File: src/rtl/ser_pkg.sv
// Shared definitions for the serial register link (transmitter and future receiver).
package ser_pkg;

    typedef enum logic [0:0] {
        IDLE  = 1'b0,
        SHIFT = 1'b1
    } ser_state_e;

    // Bits needed to hold values 0..n-1; at least 1 so a counter is never zero-width.
    function automatic int unsigned clog2(input int unsigned n);
        int unsigned r;
        r = 1;
        while ((32'd1 << r) < n) begin
            r = r + 1;
        end
        return r;
    endfunction

endpackage

File: src/rtl/ser_tx_cnt.sv
// Loadable bit down-counter for ser_tx; last_c flags the final bit of a frame.
module ser_tx_cnt
    import ser_pkg::*;
#(
    parameter int unsigned WIDTH = 8
) (
    input  logic                     clk_i,
    input  logic                     rst_ni,
    input  logic                     load,
    input  logic                     dec,
    output logic [clog2(WIDTH)-1:0]  cnt,
    output logic                     last_c
);

    localparam int unsigned CW = clog2(WIDTH);

    // Decrement stops at zero; the FSM reloads or leaves SHIFT from there.
    always_ff @(posedge clk_i or negedge rst_ni) begin
        if (!rst_ni) begin
            cnt <= '0;
        end else if (load) begin
            cnt <= CW'(WIDTH - 1);
        end else if (dec && (cnt != '0)) begin
            cnt <= cnt - CW'(1);
        end
    end

    assign last_c = (cnt == '0);

endmodule

File: src/rtl/ser_tx.sv
// Parallel-in/serial-out transmitter: accepts a word on valid/ready, shifts it out one bit per clock.
module ser_tx
    import ser_pkg::*;
#(
    parameter int unsigned WIDTH     = 8,
    parameter bit          MSB_FIRST = 1'b1
) (
    input  logic             clk_i,
    input  logic             rst_ni,
    input  logic [WIDTH-1:0] d_i,
    input  logic             valid_i,
    output logic             ready_o,
    output logic             sdo_o,
    output logic             sframe_o,
    output logic             done_o,
    output logic             busy_o
);

    localparam int unsigned CW = clog2(WIDTH);

    ser_state_e       state_q, state_d;
    logic [WIDTH-1:0] shreg_q, shreg_d;
    logic             sdo_d, sframe_d, done_d, busy_d;
    logic [CW-1:0]    cnt;
    logic             last_c;
    logic             load, dec, accept;

    function automatic logic head(input logic [WIDTH-1:0] w);
        return MSB_FIRST ? w[WIDTH-1] : w[0];
    endfunction

    function automatic logic [WIDTH-1:0] shift(input logic [WIDTH-1:0] w);
        return MSB_FIRST ? {w[WIDTH-2:0], 1'b0} : {1'b0, w[WIDTH-1:1]};
    endfunction

    ser_tx_cnt #(.WIDTH(WIDTH)) u_cnt (
        .clk_i  (clk_i),
        .rst_ni (rst_ni),
        .load   (load),
        .dec    (dec),
        .cnt    (cnt),
        .last_c (last_c)
    );

    // Counter is zero in IDLE, so last_c alone covers the back-to-back accept window.
    assign ready_o = (state_q == IDLE) || last_c;
    assign accept  = valid_i && ready_o;

    // The shift register holds the bits still to come; the head bit is registered onto sdo_o.
    always_comb begin
        state_d  = state_q;
        shreg_d  = shreg_q;
        sdo_d    = 1'b0;
        sframe_d = 1'b0;
        busy_d   = 1'b0;
        done_d   = 1'b0;
        load     = 1'b0;
        dec      = 1'b0;
        case (state_q)
            IDLE: begin
                if (accept) begin
                    load     = 1'b1;
                    state_d  = SHIFT;
                    shreg_d  = shift(d_i);
                    sdo_d    = head(d_i);
                    sframe_d = 1'b1;
                    busy_d   = 1'b1;
                end
            end
            SHIFT: begin
                if (!last_c) begin
                    dec      = 1'b1;
                    shreg_d  = shift(shreg_q);
                    sdo_d    = head(shreg_q);
                    sframe_d = 1'b1;
                    busy_d   = 1'b1;
                    done_d   = (cnt == CW'(1));
                end else if (valid_i) begin
                    load     = 1'b1;
                    shreg_d  = shift(d_i);
                    sdo_d    = head(d_i);
                    sframe_d = 1'b1;
                    busy_d   = 1'b1;
                end else begin
                    state_d  = IDLE;
                end
            end
            default: state_d = IDLE;
        endcase
    end

    always_ff @(posedge clk_i or negedge rst_ni) begin
        if (!rst_ni) begin
            state_q  <= IDLE;
            shreg_q  <= '0;
            sdo_o    <= 1'b0;
            sframe_o <= 1'b0;
            done_o   <= 1'b0;
            busy_o   <= 1'b0;
        end else begin
            state_q  <= state_d;
            shreg_q  <= shreg_d;
            sdo_o    <= sdo_d;
            sframe_o <= sframe_d;
            done_o   <= done_d;
            busy_o   <= busy_d;
        end
    end

endmodule
File: config.mk
export PLATFORM = sky130hd
export DESIGN_NAME = ser_tx
export DESIGN_NICKNAME = d
export VERILOG_FILES = /design/src/rtl/ser_pkg.sv /design/src/rtl/ser_tx_cnt.sv /design/src/rtl/ser_tx.sv
export SDC_FILE = /design/constraint.sdc
export NUM_CORES = 1
export LEC_CHECK = 0
export BUFFER_PORTS_ARGS = -buffer_cell sky130_fd_sc_hd__buf_2
export CORE_AREA = 8 8 46 48
export CTS_CLUSTER_SIZE = 40
export DETAILED_ROUTE_END_ITERATION = 7
export DIE_AREA = 0 0 54 56
export PLACE_DENSITY = 0.72
export SETUP_SLACK_MARGIN = 0.2
export SYNTH_ARGS = -nofsm -noshare
export SYNTH_HDL_FRONTEND = slang
export SYNTH_SLANG_ARGS = --single-unit
File: constraint.sdc
create_clock -name clk_i -period 2.1 [get_ports clk_i]
set_clock_uncertainty 0.15 [all_clocks]
set_input_delay 0.42 -clock clk_i [delete_from_list [all_inputs] [get_ports clk_i]]
set_output_delay 0.42 -clock clk_i [all_outputs]
set_load 0.005 [all_outputs]
==> metrics.txt <==
outcome complete, no violations; register area 325 um2; commonest non-fill, non-tap cell in the layout buf_2; via count 436; initial antenna violation count 0; pre-CTS setup slack 325 ps; combinational family with the most area after synthesis multiplexers; Total Routing Usage GR 8.84%; crit path kind reg -> out; TritonCTS buffer count 3; reg2reg path depth 7; Initial Util 46.5%; # diodes 0; Min-Delay Path Class in -> reg; Post-Synth Adder-Cell Area 5.62%; fmax 547 MHz; Multi-input gate area 305 um2; final cycle utilization of the critical path 87.0%; layout cells sized above 1 54.2%; fraction of synthesized cell area in xor and xnor cells 0%; first-pass GRT wire length 2.01 mm; Via density 4.95; Final Hold Viols 0; CTS root buffer clkbuf_4; Area after DPL 748 um2; Crit Reg-Reg Startpoint u_cnt.cnt[0]; detailed-placement wirelength estimate 881 um; routed len/inst 13.9 um; post-synthesis average cell area 13.1 um2; Setup crit end kind output port; PortBufs 15; Final Max Tran Viols 0; largest net degree at the start of global routing 14; crit path from u_cnt.cnt[0]; Area Growth Syn to Fin 20.8%; post-synthesis register bit count 13; Routed Antenna Nets 0; Syn Inst Count 51; Post-Syn Nets 65; TNS Setup 0 ps; Ys Warns 0; H-tree depth 1; DRT Pass-1 Iters 3; Crit path arrival time 1260 ps; PnR worst setup slack 273 ps; sequential share of the synthesized area 48.7%; Pleak 0.410 nW; CTS Sinks 13; Layout fillers 126; gp weighted congestion 0.692; Pwr per Cell Area 1220 nW/um2; CP max FO 4; worst reg2reg endpoint shreg_q[2]; mux contribution to synthesized area 27.5%; grt ovf 0; Synth Area in Compound Gates 5.06%; slew of the pin with the lowest slew margin 288 ps; nature of the critical path startpoint register; Nets 87; Chip Width 54 um; die footprint 3020 um2; die height 56 um; core area 1440 um2; VDD IR-drop max 0.518 mV; Core Util, Final 56.2%; Boundary Pins 16; simple-gate share of the synthesized area 6.37%; Setup-failing EPs final 0; Setup crit end ready_o; unrepaired setup endpoints after global routing no; Design Area, Final 807 um2; r2r setup slk 370 ps; Clock Latency Late Sink 270 ps; total power 983 uW; Critical Path RT 1530 ps; vias in the first global route 468; Worst-path clk slew 80 ps; leading cell types in the layout, fill and taps excluded buf_2, dfrtp_1, mux2_2, mux2_4, buf_4; clk buf depth 2; final wirelength 1.22 mm; Mapped Area 668 um2; relative slew slack 80.8%; CTS tree built; Max Cap Viol 0; min Tclk post-route 1830 ps; Cell Rows 14; first-iteration detailed-routing DRC count 7; post-synthesis cell type count 19; drt drc 0
critical path, stage by stage, from the launching register on:
cell     delay [ps]
dfrtp_1         410
inv_2            70
ha_1            170
inv_2            60
o21ai_4         140
buf_2           130
final cells by class:
type	instances	share of cell area (%)
flip-flops and latches	13	40.3
well taps	16	2.48
inverters	4	1.86
clock buffers	4	3.26
multi-input cells	31	37.8
repair buffers	20	14.3
flip-flops by register name, summed over array words and instances (netlist names):
signal,count
state_q,1
shreg_q,7
sdo_o,1
u_cnt.cnt,3
done_o,1
Yosys cell counts:
| cell | n | area, um2 |
|---|---|---|
| inv_1 | 4 | 15.0 |
| a211oi_1 | 1 | 7.51 |
| o21ai_0 | 1 | 5.00 |
| and2_1 | 1 | 6.26 |
| mux2_2 | 7 | 78.8 |
| a21o_1 | 1 | 7.51 |
| nor2_1 | 2 | 7.51 |
| ha_1 | 3 | 37.5 |
| nand2_1 | 2 | 7.51 |
| buf_4 | 1 | 7.51 |
| nor3b_1 | 1 | 7.51 |
| a21oi_1 | 1 | 5.00 |
| buf_6 | 2 | 22.5 |
| nand2b_2 | 1 | 8.76 |
| o21ai_2 | 1 | 8.76 |
| mux2_4 | 5 | 75.1 |
| dfrtp_1 | 13 | 325 |
| mux2i_1 | 3 | 30.0 |
| nor3_1 | 1 | 5.00 |
through the flow:
stage | hold slack [ps] | instances
finish | 247 | 88
global route | 235 | 88
CTS | 243 | 87
detailed placement | 174 | 81
global placement | 173 | 81
floorplan | -25.6 | 51
what timing repair did:
item,CTS,global route
setup buffers,1,1
hold buffers,1,0
resized for setup,1,3
endpoints found under the setup margin,1,1
pin swaps,1,0
cloned,0,0
endpoints found under the hold margin,13,0
logic make-up after synthesis:
| group | after synthesis |
|---|---|
| compound gates | 5 |
| buf+inv | 7 |
| flops | 13 |
| fa+ha+maj | 3 |
| simple gates | 8 |
| mux | 15 |
worst min path at each step:
stage | from | to | cells past startpoint
floorplan | rst_ni | done_o | 0
global placement | rst_ni | done_o | 1
detailed placement | rst_ni | done_o | 1
CTS | d_i[7] | sdo_o | 3
global route | d_i[7] | sdo_o | 3
finish | d_i[7] | sdo_o | 3
report_power, final:
part / switching, mW / internal, mW / total [mW]
Combinational: 0.177 / 0.246 / 0.423
Clock: 0.0808 / 0.0736 / 0.154
Sequential: 0.0632 / 0.342 / 0.405
Total: 0.321 / 0.662 / 0.983
routing by layer:
metal | vias to the layer above | part of all wire (%) | global-route usage (%)
li1 | 215 | - | -
met1 | 207 | 44 | 10.3
met2 | 12 | 46 | 13.1
met3 | 2 | 8.0 | 4.01
met4 | 0 | 1.9 | 4.23
met5 | - | 0 | 0
Power figures use the tool's default switching activity.
